$ cat config.mk
export PLATFORM = sky130hd
export DESIGN_NAME = decode_scoreboard
export DESIGN_NICKNAME = d
export VERILOG_FILES = /design/src/rtl/decode_scoreboard.sv
export SDC_FILE = /design/constraint.sdc
export NUM_CORES = 1
export LEC_CHECK = 0
export ABC_AREA = 1
export BUFFER_PORTS_ARGS = -buffer_cell sky130_fd_sc_hd__buf_2
export CAP_MARGIN = 20
export CORE_AREA = 3 3 106 108
export CTS_CLUSTER_SIZE = 8
export DETAILED_ROUTE_END_ITERATION = 16
export DIE_AREA = 0 0 109 111
export PLACE_DENSITY = 0.84
export SYNTH_ARGS = -nofsm -noshare
export SYNTH_HDL_FRONTEND = slang
export SYNTH_SLANG_ARGS = --single-unit
$ cat constraint.sdc
create_clock -name clock -period 4.3 [get_ports clock]
set_input_delay 0.43 -clock clock [delete_from_list [all_inputs] [get_ports clock]]
set_output_delay 0.43 -clock clock [all_outputs]
set_load 0.03 [all_outputs]
$ cat src/rtl/decode_scoreboard.sv
// -----------------------------------------------------------------------------
// decode_scoreboard
//
// Per-register write-pending scoreboard for the decode stage. Each multi-cycle
// execution unit owns one entry (state, destination tag, write enable,
// latency counter). Decode presents a candidate instruction. The block returns
// a stall for RAW, WAW or structural hazards. Execute reports completion
// (done) or abort (kill) per unit.
//
// Ports:
//   clock, reset          clock; synchronous active-low reset
//   issue_*               multi-cycle instruction candidate: unit, rd, rs1, rs2
//   chk_*                 operands of a single-cycle instruction (RAW check only)
//   flush                 decode clear; blocks acceptance this cycle
//   done[k]               completion pulse, used by variable-latency units only
//   kill[k]               abort the outstanding op of unit k (no writeback)
//   stall                 hold decode
//   finish[k]             unit k completes this cycle
//   unit_busy[k]          unit k has an outstanding op
//   busy_mask[r]          register r has a pending write
// -----------------------------------------------------------------------------
module decode_scoreboard #(
  parameter int NREGS  = 32,
  parameter int AW     = 5,
  parameter int NUNITS = 4,
  parameter int UW     = 2,
  parameter int CW     = 6,
  parameter logic [NUNITS*CW-1:0] UNIT_LAT = {6'd3, 6'd2, 6'd0, 6'd0}
) (
  input  logic              clock,
  input  logic              reset,
  input  logic              issue_valid,
  input  logic [UW-1:0]     issue_unit,
  input  logic              issue_wren,
  input  logic [AW-1:0]     issue_waddr,
  input  logic              issue_rden1,
  input  logic [AW-1:0]     issue_raddr1,
  input  logic              issue_rden2,
  input  logic [AW-1:0]     issue_raddr2,
  input  logic              chk_rden1,
  input  logic [AW-1:0]     chk_raddr1,
  input  logic              chk_rden2,
  input  logic [AW-1:0]     chk_raddr2,
  input  logic              flush,
  input  logic [NUNITS-1:0] done,
  input  logic [NUNITS-1:0] kill,
  output logic              stall,
  output logic [NUNITS-1:0] finish,
  output logic [NUNITS-1:0] unit_busy,
  output logic [NREGS-1:0]  busy_mask
);

  typedef enum logic {IDLE = 1'b0, BUSY = 1'b1} unit_state_t;

  unit_state_t     state_q [NUNITS];
  unit_state_t     state_d [NUNITS];
  logic [AW-1:0]   tag_q   [NUNITS];
  logic [AW-1:0]   tag_d   [NUNITS];
  logic            wren_q  [NUNITS];
  logic            wren_d  [NUNITS];
  logic [CW-1:0]   cnt_q   [NUNITS];
  logic [CW-1:0]   cnt_d   [NUNITS];

  logic [NUNITS-1:0] release_w;
  logic [NREGS-1:0]  release_mask;
  logic [NREGS-1:0]  pend_mask;
  logic              raw_hit;
  logic              waw_hit;
  logic              struct_hit;
  logic              accept;

  // Per-unit release condition and status outputs.
  genvar gi;
  generate
    for (gi = 0; gi < NUNITS; gi++) begin : g_unit
      localparam logic [CW-1:0] LAT   = UNIT_LAT[CW*gi +: CW];
      localparam bit            FIXED = (LAT != '0);
      if (FIXED) begin : g_fixed
        assign release_w[gi] = (state_q[gi] == BUSY) && (cnt_q[gi] == '0);
      end else begin : g_var
        assign release_w[gi] = (state_q[gi] == BUSY) && done[gi];
      end
      assign finish[gi]    = release_w[gi] & ~kill[gi];
      assign unit_busy[gi] = (state_q[gi] == BUSY);
    end
  endgenerate

  // Pending-write bitmap from registered state, plus the tags being released
  // this cycle. x0 is never marked, so it can never cause a stall.
  always_comb begin
    busy_mask    = '0;
    release_mask = '0;
    for (int k = 0; k < NUNITS; k++) begin
      if (state_q[k] == BUSY && wren_q[k] && tag_q[k] != '0) begin
        busy_mask[tag_q[k]] = 1'b1;
        if (release_w[k]) begin
          release_mask[tag_q[k]] = 1'b1;
        end
      end
    end
  end

  // A releasing tag is not pending: forwarding supplies its result this cycle.
  assign pend_mask = busy_mask & ~release_mask;

  always_comb begin
    raw_hit    = 1'b0;
    waw_hit    = 1'b0;
    struct_hit = 1'b0;
    if (chk_rden1 && chk_raddr1 != '0 && pend_mask[chk_raddr1]) raw_hit = 1'b1;
    if (chk_rden2 && chk_raddr2 != '0 && pend_mask[chk_raddr2]) raw_hit = 1'b1;
    if (issue_valid) begin
      if (issue_rden1 && issue_raddr1 != '0 && pend_mask[issue_raddr1]) raw_hit = 1'b1;
      if (issue_rden2 && issue_raddr2 != '0 && pend_mask[issue_raddr2]) raw_hit = 1'b1;
      if (issue_wren && issue_waddr != '0 && pend_mask[issue_waddr]) waw_hit = 1'b1;
      // Out-of-range unit indices never raise a structural stall.
      if (int'(issue_unit) < NUNITS) begin
        if (state_q[issue_unit] == BUSY && !release_w[issue_unit] && !kill[issue_unit]) begin
          struct_hit = 1'b1;
        end
      end
    end
  end

  assign stall  = raw_hit | waw_hit | struct_hit;
  assign accept = issue_valid & ~stall & ~flush;

  // Next state. A unit that releases or is killed returns to IDLE, unless a
  // new op is accepted into it in the same cycle. In that case the new op loads.
  always_comb begin
    for (int k = 0; k < NUNITS; k++) begin
      state_d[k] = state_q[k];
      tag_d[k]   = tag_q[k];
      wren_d[k]  = wren_q[k];
      cnt_d[k]   = cnt_q[k];
      if (state_q[k] == BUSY) begin
        if (release_w[k] || kill[k]) begin
          state_d[k] = IDLE;
        end else if (cnt_q[k] != '0) begin
          cnt_d[k] = cnt_q[k] - 1'b1;
        end
      end
      if (accept && int'(issue_unit) == k) begin
        state_d[k] = BUSY;
        tag_d[k]   = issue_waddr;
        wren_d[k]  = issue_wren;
        // Fixed units count down L-1 to 0. Variable units keep the counter at 0.
        if (UNIT_LAT[CW*k +: CW] != '0) begin
          cnt_d[k] = UNIT_LAT[CW*k +: CW] - 1'b1;
        end else begin
          cnt_d[k] = '0;
        end
      end
    end
  end

  always_ff @(posedge clock) begin
    for (int k = 0; k < NUNITS; k++) begin
      if (!reset) begin
        state_q[k] <= IDLE;
        tag_q[k]   <= '0;
        wren_q[k]  <= 1'b0;
        cnt_q[k]   <= '0;
      end else begin
        state_q[k] <= state_d[k];
        tag_q[k]   <= tag_d[k];
        wren_q[k]  <= wren_d[k];
        cnt_q[k]   <= cnt_d[k];
      end
    end
  end

endmodule

; ---- Yosys cells after proc, flatten, opt, wreduce, memory -nomap -nowiden
; Memories as Yosys holds them, arrays and structs flattened.
; Index checks and enable logic that the tools add are counted.
[word_totals]
input_bits = 44
elab_cells = 214
ff_bits = 0
output_inout_bits = 41
ram_bits = 52
memories = 4
[classes]
addsub = 4
bitwise = 38
reduce_logical = 54
magnitude_cmp = 14
n_eq_ne = 3
n_mux = 97
[memory_table]
columns = name, words, width, read_ports, rd_clocked_by_memory_dff, write_ports, line
row1 = cnt_q, 4, 6, 4, 0, 4, 61  ; logic [CW-1:0] cnt_q [NUNITS];
row2 = tag_q, 4, 5, 4, 0, 4, 57  ; logic [AW-1:0] tag_q [NUNITS];
row3 = state_q, 4, 1, 5, 0, 4, 55  ; unit_state_t state_q [NUNITS];
row4 = wren_q, 4, 1, 4, 0, 4, 59  ; logic wren_q [NUNITS];
[op_table]
columns = operator, n
row1 = 32-bit two-way mux, 12
row2 = 32-bit OR, 6
row3 = 6-bit two-way mux, 20
row4 = "5-bit by 6-bit < comparator with 1-bit output, second input constant", 9
row5 = 1-bit two-way mux, 46
row6 = 5-bit nonzero test, 9
row7 = 5-bit two-way mux, 8
row8 = 32-bit AND, 1
row9 = 1-bit logical AND, 32
row10 = 32-bit NOT, 1
row11 = 1-bit binary-select mux with 5-bit select, 5
row12 = 6-bit nonzero test, 4
row13 = "6-bit by 1-bit subtractor with 6-bit output, second input constant", 4
row14 = 1-bit demux with 5-bit select, 4
row15 = "5-bit by 1-bit >= comparator with 1-bit output, second input constant", 4
row16 = 1-bit OR, 18
row17 = 6-bit logical NOT, 2
row18 = 1-bit AND, 6
row19 = 1-bit NOT, 6
row20 = 1-bit binary-select mux with 2-bit select, 2
row21 = "2-bit == test, second input constant", 2
row22 = 1-bit logical OR, 4
row23 = "2-bit by 3-bit < comparator with 1-bit output, second input constant", 1
row24 = "2-bit by 1-bit == test with 1-bit output, second input constant", 1
row25 = other kinds (2), 3

; ---- Longest topological paths before layout
[logic_depth]
word_depth = 33
mapped_depth = 25
depth_no_buf = 24

; ---- Worst setup path before layout
; OpenSTA, ideal clock, no wires.
[synth_timing]
path_type = register -> output
startpoint = memory state_q[0] in the netlist's numbering
endpoint = output port stall
arrival_ps = 2287
n_path_buf = 1
stages_incl_launch_ff = 16
slack_ps = 1583
required_ps = 3870
path_cell_list = dfxtp_1 nand2_2 nor2_2 buf_4 nand2_1 nand4_1 nand4_1 nand3_1 nand3_1 nand3_1 nand2_1 nand2_2 a21oi_2 nand3_2 nand2_4 nand2_1
[synth_lines]
columns = item, line
row1 = from (decl), 55
row2 = to (decl), 47  ; output logic stall,

==> run summary <==
Fin Setup TNS = 0 ns
Synth Register Bits = 40
Seq/Total Area, Yosys = 12.7%
clock skew = 0.0255 ns
die span in x = 109 um
postcts setup bufs = 0
post-synthesis cell type count = 41
overall power = 900 uW
number of buffers added on ports = 81
Worst Max-Slew Pin Slew = 0.692 ns
outcome = completed
Pwr per Cell Area = 132 nW/um2
clk slew on worst S/H paths = 0.08 ns
Root Buffer = clkbuf_8
Initial Utilization = 62.1%
fin crit share = 88.4%
Synth top area share = 23.4%
DR pass1 iterations = 7
CP Capture Type = output port
fill cell count = 1,085
FFs w/ async S/R, synth = 0%
antenna diode count = 0
first-pass GRT wire length = 38,700 um
Critical Path Source = state_q[0]
highest-count cells in the layout ignoring fill and taps = nand2_1 (344), nand3_1 (299), nor2_1 (237)
H-Tree Depth = 2
GPL Wtd Cong = 1.03
Mapped Area = 6410 um2
Startpoint Class = flip-flop
Max rail drop VDD = 0.142 mV
Crit Path Max Fanout = 5
Synth Flop Type = dfxtp_1
slack of the worst reg-to-reg path = 0.83 ns
DR iter-0 viols = 1,424
wire per inst = 17.2 um
Clk Latency, worst-skew pair = 0.32 ns
# DRC = 0
Max Cap Violations = 0
Syn Inst Count = 1,260
number of top-level pins = 85
fin crit period = 3.80 ns
Synth Area per Inst = 5.09 um2
static leakage = 0.00352 uW
initial antenna violation count = 0
critical path class = reg -> out
final wirelength = 24,700 um
Max Clock Freq = 263 MHz
GRT overflow = 0
pin count of the biggest net entering global routing = 30
final hold vios = 0
crit path DAT = 3.37 ns
TritonCTS clock tree = done
Yosys warning count = 0
Worst Path Required = 3.87 ns
Hold Buf Count CTS = 0
vias in the first global route = 7,553
Max Root-Sink Buffers = 2
ANT nets after route = 0
top cells by area, synth = nand3_1 (23%), nand2_1 (20%), nor2_1 (14%), dfxtp_1 (12%), inv_1 (6.9%)
syn nets = 1,307
Layout area overhead = 5.97%
RSZ-0062 raised after global routing = false
number of flops mapped to enable cells by yosys = 1
Vias = 8,639
GR Util All Layers = 40.3%
max-slew violations = 0
Worst Setup EP = stall
Core Region = 10,300 um2
die area = 12,100 um2
Crit Reg-Reg Endpoint = tag_q[3][2]
layout cells sized above 1 = 12.6%
Nets = 1,351
Inserted Clock Buffers = 5
Clock Sinks = 40
cell accounting for the most synthesized area = nand3_1
count of final setup violators = 0
R2R cell count = 19
commonest non-fill, non-tap cell in the layout = nand2_1
Die Ht = 111 um
drt via density = 6.00
Max transition margin = 53.7%
class of the worst hold path = in -> reg
num rows = 37
PostCTS Resize Cnt = 0
reg2reg start = state_q[0]
HPWL after DPL = 19,900 um
[where the power goes]
part	internal [uW]	total [uW]	switching, uW
Combinational	70.2	249	179
Clock	110	263	152
Sequential	380	388	8.28
Total	560	900	340
[cells by family after synthesis]
kind of cell | after synthesis | share of synthesized area (%)
and+or+nand+nor | 984 | 69.4
buffers and inverters | 172 | 11.9
DFF | 40 | 12.7
other | 1 | 0.0585
AOI/OAI and AO/OA | 53 | 4.43
adders and majority gates | 3 | 0.586
xor gates and xnor gates | 7 | 0.957
[layer usage]
| metal | routed length, um | global-route usage [%] | vias up |
|---|---|---|---|
| li1 | - | - | 4152 |
| met4 | 1090 | 17.3 | 0 |
| met3 | 3190 | 8.21 | 70 |
| met2 | 11000 | 62.3 | 607 |
| met5 | 0 | 0 | - |
| met1 | 9420 | 53.6 | 3810 |
[worst max-delay path, stage by stage, from the launching register on]
cell and delay (ns):
dfxtp_1 0.48, nand2_2 0.19, nor2_1 0.45, nand2_1 0.15, nand2_1 0.09, nor2_1 0.06
nor2_2 0.35, nand2_1 0.09, a21oi_1 0.14, nand3_1 0.10, nand3_1 0.07, nand2_1 0.05
nor2_1 0.27, a21oi_2 0.11, nand3_2 0.09, nand2_4 0.10, nand2_1 0.07, buf_2 0.19
[cells in the mapped netlist, drive strengths merged (2+ instances only)]
master	n
nand2	355
clkbuf	18
nor3	3
inv	122
nand3	303
and3	2
buf	28
nor2	281
dfxtp	39
or2	5
xnor2	3
nand4	32
a21oi	22
xor2	4
ha	3
o21ai	29
clkinv	4
[layout make-up]
class	instances	area [um2]	share of cell area, %
clock buffers	5	68.8	1.01
clock inverters	2	12.5	0.184
inverters	126	475	7.00
multi-input cells	1048	4830	71.2
flip-flops and latches	40	811	11.9
well taps	136	170	2.51
repair buffers	83	420	6.19
[worst min path at each step]
stage / startpoint / to / slack [ns] / cells past startpoint
floorplan: cnt_q[1][6] / cnt_q[1][6] / 0.45 / 2
global placement: cnt_q[1][6] / cnt_q[1][6] / 0.45 / 2
detailed placement: cnt_q[1][6] / cnt_q[1][6] / 0.48 / 2
CTS: kill[1] / state_q[1] / 0.41 / 4
global route: kill[1] / state_q[1] / 0.43 / 4
finish: kill[1] / state_q[1] / 0.41 / 4
[metrics by stage]
step / cell area (um2) / worst slack [ns] / hold slack (ns) / std cells / utilization [%]
2_1_floorplan: 6410 / 1.58 / 0.445 / 1260 / -
3_5_place_dp: 6710 / 0.977 / 0.477 / 1433 / 65.0
3_3_place_gp: 6710 / 1.01 / 0.453 / 1433 / 65.0
5_1_grt: 6790 / 0.332 / 0.426 / 1440 / 65.8
4_1_cts: 6790 / 0.642 / 0.405 / 1440 / 65.8
6_report: 6790 / 0.500 / 0.412 / 1440 / 65.8
[flip-flops by register name, summed over array words and instances (netlist names)]
register  cells
wren_q        4
state_q       4
tag_q        20
cnt_q        12
Note: power is estimated with default switching activity, not from simulation.
